File: src/rtl/clock_divider_bank.sv
// Multi-channel programmable clock-enable generator: each channel emits a one-cycle
// tick every D+1 cycles plus a 50% square wave, with glitch-free divide updates.
module clock_divider_bank #(
  parameter int NUM_CH      = 4,
  parameter int CNT_W       = 25,
  parameter int DEFAULT_DIV = 1,
  parameter int CH_W        = 2
) (
  input  logic              clk,
  input  logic              rst,
  input  logic [NUM_CH-1:0] ch_en,
  input  logic              sync,
  input  logic              load,
  input  logic [CH_W-1:0]   load_ch,
  input  logic [CNT_W-1:0]  load_div,
  output logic [NUM_CH-1:0] tick,
  output logic [NUM_CH-1:0] clk_out,
  output logic [NUM_CH-1:0] pending,
  output logic [CNT_W-1:0]  free_cnt
);

  logic [CNT_W-1:0]  cnt_q        [NUM_CH];
  logic [CNT_W-1:0]  cnt_d        [NUM_CH];
  logic [CNT_W-1:0]  div_active_q [NUM_CH];
  logic [CNT_W-1:0]  div_active_d [NUM_CH];
  logic [CNT_W-1:0]  div_shadow_q [NUM_CH];
  logic [CNT_W-1:0]  div_shadow_d [NUM_CH];
  logic [NUM_CH-1:0] tick_q, tick_d;
  logic [NUM_CH-1:0] clk_out_q, clk_out_d;
  logic [NUM_CH-1:0] pending_q, pending_d;
  logic [CNT_W-1:0]  free_cnt_q, free_cnt_d;
  logic              load_ok;

  assign load_ok = load && (int'(load_ch) < NUM_CH);

  always_comb begin
    free_cnt_d = free_cnt_q + CNT_W'(1);
    tick_d     = '0;
    clk_out_d  = clk_out_q;
    pending_d  = pending_q;
    for (int i = 0; i < NUM_CH; i++) begin
      cnt_d[i]        = cnt_q[i];
      div_active_d[i] = div_active_q[i];
      div_shadow_d[i] = div_shadow_q[i];
      // A new divide value may only take over when the counter restarts from zero,
      // so the running period is never cut short or stretched.
      if (!ch_en[i] || sync) begin
        cnt_d[i]     = '0;
        clk_out_d[i] = 1'b0;
        if (pending_q[i]) begin
          div_active_d[i] = div_shadow_q[i];
          pending_d[i]    = 1'b0;
        end
      end else if (cnt_q[i] == div_active_q[i]) begin
        cnt_d[i]     = '0;
        tick_d[i]    = 1'b1;
        clk_out_d[i] = ~clk_out_q[i];
        if (pending_q[i]) begin
          div_active_d[i] = div_shadow_q[i];
          pending_d[i]    = 1'b0;
        end
      end else begin
        cnt_d[i] = cnt_q[i] + CNT_W'(1);
      end
      // A load landing on the terminal count stays queued for the following period.
      if (load_ok && (load_ch == CH_W'(i))) begin
        div_shadow_d[i] = load_div;
        pending_d[i]    = 1'b1;
      end
    end
  end

  always_ff @(posedge clk or posedge rst) begin
    if (rst) begin
      for (int i = 0; i < NUM_CH; i++) begin
        cnt_q[i]        <= '0;
        div_active_q[i] <= CNT_W'(DEFAULT_DIV);
        div_shadow_q[i] <= CNT_W'(DEFAULT_DIV);
      end
      tick_q     <= '0;
      clk_out_q  <= '0;
      pending_q  <= '0;
      free_cnt_q <= '0;
    end else begin
      for (int i = 0; i < NUM_CH; i++) begin
        cnt_q[i]        <= cnt_d[i];
        div_active_q[i] <= div_active_d[i];
        div_shadow_q[i] <= div_shadow_d[i];
      end
      tick_q     <= tick_d;
      clk_out_q  <= clk_out_d;
      pending_q  <= pending_d;
      free_cnt_q <= free_cnt_d;
    end
  end

  assign tick     = tick_q;
  assign clk_out  = clk_out_q;
  assign pending  = pending_q;
  assign free_cnt = free_cnt_q;

endmodule

File: config.mk
export PLATFORM = sky130hd
export DESIGN_NAME = clock_divider_bank
export DESIGN_NICKNAME = d
export VERILOG_FILES = /design/src/rtl/clock_divider_bank.sv
export SDC_FILE = /design/constraint.sdc
export NUM_CORES = 1
export LEC_CHECK = 0
export CAP_MARGIN = 10
export CELL_PAD_IN_SITES_DETAIL_PLACEMENT = 0
export CELL_PAD_IN_SITES_GLOBAL_PLACEMENT = 2
export CORE_MARGIN = 4
export CORE_UTILIZATION = 43
export DETAILED_ROUTE_END_ITERATION = 10
export GPL_ROUTABILITY_DRIVEN = 0
export PLACE_DENSITY = 0.92
export SYNTH_ARGS = -nofsm -noshare
export SYNTH_HDL_FRONTEND = slang
export SYNTH_SLANG_ARGS = --single-unit
File: constraint.sdc
create_clock -name clk -period 15.2 [get_ports clk]
set_input_delay 3.8 -clock clk [delete_from_list [all_inputs] [get_ports clk]]
set_output_delay 3.8 -clock clk [all_outputs]
set_load 0.01 [all_outputs]
# Word level (Yosys, flattened, before mapping)
# Index checks and enable logic that the tools add are counted.
[totals]
reg_bits = 337
in_bits = 35
wordCells = 107
[classes]
addsub = 5
n_eq_ne = 7
mux = 48
bitwise_logic = 4
reduce_logical = 21
[op_table]
columns = ["cell", "count"]
rows = [
  ["25-bit 2-to-1 mux", 20],
  ["25-bit by 1-bit adder with 25-bit output (second input constant)", 5],
  ["25-bit equality test", 4],
  ["1-bit 2-to-1 mux", 28],
  ["3-bit nonzero test", 4],
  ["2-bit nonzero test", 4],
  ["2-bit equality test (second input constant)", 2],
  ["1-bit logical AND", 4],
  ["1-bit zero test", 4],
  ["1-bit logical OR", 4],
  ["1-bit NOT", 4],
  ["2-bit by 1-bit equality test with 1-bit output (second input constant)", 1],
  ["2-bit zero test", 1],
]

# Depth between registers and ports, before layout
[depth]
word_depth = 4
ltp_mapped = 8

# Least setup slack after synthesis
# OpenSTA, ideal clock, no wires.
[synth_path]
path_kind = "input to register"
start = "in sync"
end = "reg div_active_q[5] (netlist bit)"
setup_ns = 0.125
arrival_time_ns = 4.978
required_ns = 15.075
setup_slack_ns = 10.097
cell_stages = 5
n_path_buf = 1
cell_sequence = "nand2b_1 > and2_1 > a41oi_4 > buf_6 > mux2_2"
[synth_via]
elab_chain_len = 2
elab_cells_between_ends = 3
cone_classes = "1 x mux; 2 x reduce/logical"
[synth_lines]
columns = ["element", "line", "rtl"]
rows = [
  ["from (decl)", "12", "input logic sync,"],
  ["1-bit logical OR (*)", "47", "if (!ch_en[i] || sync) begin"],
  ["25-bit 2-to-1 mux / 2-bit nonzero test (equally long branches)", "n/a", ""],
  ["to (signal, indexed assignment)", "77", "div_active_q[i] <= CNT_W'(DEFAULT_DIV);"],
  ["to (signal, indexed assignment)", "87", "div_active_q[i] <= div_active_d[i];"],
  ["to (decl)", "24", "logic [CNT_W-1:0] div_active_q [NUM_CH];"],
]
# Mark *: on every way between the ends. The rest lies on a longest branch, timed or not.
# A chain may end at the register's enable or synchronous reset.

# Worst setup path in the final report
[layout_path]
start = "in sync"
end = "reg div_active_q[69] (netlist bit)"
# The elaborated chain is that of the path after synthesis.

==> reports/results.txt <==
Outcome = completed
Vias in the first global route = 9466
Number of cells produced by synthesis = 1184
Final setup vio count = 0
Cell Pwr Density = 136.8 nW/um^2
Largest net degree at the start of global routing = 191
Worst Hold Depth = 1
Most frequent cells in the layout = dfrtp_1, mux2_2, xnor2_1
Number of routed nets with antenna violations = 0
Width of the die = 195.8 um
Max Clock Freq = 0.1693 GHz
Switching share of power = 0.2489
DR WL met3 = 1.284 mm
Initial core utilization = 0.4379
Post-CTS Resized = 0
Delay-heaviest family, CP = compound AO/OA/AOI/OAI gates
Comb pwr share = 0.153
DR iter-0 viols = 439
Setup ws final = 9.292 ns
Period utilization = 0.3887
Clock skew = 0.01430 ns
M1 wire length = 14.68 mm
Number of synthesis warnings = 0
CTS Buf Count = 37
Storage cell area = 8443 sq um
NumNets Final = 1309
Bufs and invs on worst path = 1
Die ar. = 38330 sq um
Critical-path top delay cell = a41oi_4
IO buf count = 71
Placement Setup Slack = 8.697 ns
Top sig layer = met4
Die height = 195.8 um
Final Cell Area = 17510 sq um
Clock period minus final worst setup slack = 5.908 ns
Register share of total power = 0.487
DR vias/cell = 5.095
Slew headroom = 0.1936
Clock tree from TritonCTS = built
Clock Latency Late Sink = 0.52 ns
Worst hold path class = register to register
# clock sinks = 337
Design Power = 2394 uW
Synthesized area = 15160 sq um
Largest area contributor in the netlist = dfrtp_1
Total number of vias = 8922
Element type at the critical path start = input port
Final hold vios = 0
GR Util All Layers = 0.1687
Mean Syn Cell Area = 12.81 sq um
Switch Pwr = 595.9 uW
Pleak = 0.007397 uW
Yosys cell types = 30
Row count = 68
Commonest non-fill, non-tap cell in the layout = dfrtp_1
Register-to-Register Path Depth = 5
Num ports = 72
Layout overhead on the synthesized area = 15.46%
WS Path Type = input port to register
H-tree depth = 2
Setup crit end kind = register
CP Max Fanout = 25
Fill cells = 3015
Postcts setup bufs = 0
Antenna violations before repair = 3
Transition time of the tightest slew-check pin = 1.206 ns
Drt total wl = 31.82 mm
Post-DP Area = 16310 sq um
WP data arrival = 6.30 ns
# diodes = 0
Final slew viol count = 0
#FFs+latches synth = 337
Worst-path cell chain = clkdlybuf4s50_1 > nand2b_1 > and2_1 > a41oi_4 > mux2_2
Crit path depth = 5
Sequential fraction of the synthesis area = 0.5569
Maxcap violations = 0
Met2 WL post-DR = 15.06 mm
RSZ-0062 raised after global routing = false
Multi-input gate area = 6435 sq um
Clock tree buffer depth = 3
Clock power frac = 0.359
Worst path max stage delay = 0.94 ns
Reg2reg setup slack = 12.70 ns
Synth Net Count = 1224
Share of cells above drive strength 1 = 0.2253
Cts hold-fix bufs = 0
Crit path required time = 15.59 ns
WL/cell = 18.17 um
Clock transition at path regs = 0.06 ns
Clock Tree Root = clkbuf_16
Gr ovfl total = 0
Final TNS setup = 0 ns
Total internal power = 1798 uW
Post-route DRC = 0
HPWL after DPL = 21.39 mm
Area contributors post-synth = dfrtp_1, mux2_2, xnor2_1
VDD IR-drop max = 0.00008177 V
Share of the synthesized area in the top cell type = 0.5430
First-pass GRT wire length = 52.27 mm
CORE AREA = 34630 sq um
DR pass1 iterations = 6
power by group through the flow:
| stage | clock (uW) | sequential [uW] | combinational [uW] |
|---|---|---|---|
| final | 860 | 1170 | 367 |
| after floorplan | 0 | 1150 | 309 |
| after CTS | 883 | 1170 | 372 |
| after global routing | 923 | 1190 | 404 |
| after detailed placement | 0 | 1180 | 369 |
| after global placement | 0 | 1180 | 357 |
final timing paths:
check / from / to
worst max-delay path: sync / div_active_q[69]
worst min-delay path: free_cnt[24] / free_cnt[24]
worst max register to register: cnt_q[61] / div_active_q[60]
worst min register to register: free_cnt[24] / free_cnt[24]
max in group asynchronous: rst / cnt_q[98]
min in group asynchronous: rst / div_shadow_q[39]
synthesized netlist by cell type, drive strengths merged:
cell type / number
and3: 21
buf: 22
clkbuf: 11
or3b: 1
nand2b: 4
inv: 22
xnor2: 144
dfrtp: 329
nor2: 139
nor4: 9
and2: 8
a31o: 4
o21ai: 3
nor2b: 1
dfstp: 8
mux2: 204
nand2: 41
xor2: 71
nand3b: 2
ha: 5
nor3: 21
a41oi: 4
and4: 13
o21bai: 1
nand3: 51
nor3b: 2
nand4: 43
registers in the layout, indices dropped and copies added (netlist names):
signal        cells
cnt_q           100
pending           4
div_active_q    100
div_shadow_q    100
free_cnt         25
clk_out           4
tick              4
layout make-up:
cell class / count / share of cell area
Sequential cell: 337 / 0.4823
Tap cell: 455 / 0.03252
Timing Repair Buffer: 79 / 0.04574
Clock inverter: 9 / 0.004431
Inverter: 22 / 0.005146
Clock buffer: 57 / 0.06232
Multi-Input combinational cell: 792 / 0.3676
through the flow:
stage	hold WS, ns	util	instances
floorplan	0.4661	-	1184
global placement	0.4618	0.4709	1683
detailed placement	0.4607	0.4709	1683
CTS	0.4717	0.5046	1749
global route	0.4870	0.5056	1751
finish	0.4670	0.5056	1751
kinds of logic (layout without fill, tap and decap cells):
logic type	after synthesis	count (layout)	share of synthesized area
flip-flops	337	337	0.5569
AO/OA/AOI/OAI	12	12	0.01106
AND/OR/NAND/NOR	356	356	0.1195
adder cells (fa/ha/maj)	5	5	0.004126
multiplexers	204	204	0.1651
buffers and inverters	55	167	0.01915
XOR/XNOR	215	215	0.1242
layer usage:
layer,vias up,GRT usage
met5,-,0
met1,4520,0.2371
met2,137,0.2719
li1,4215,-
met4,0,0.04603
met3,50,0.03022
No activity file was read; power rests on OpenSTA's default activity.
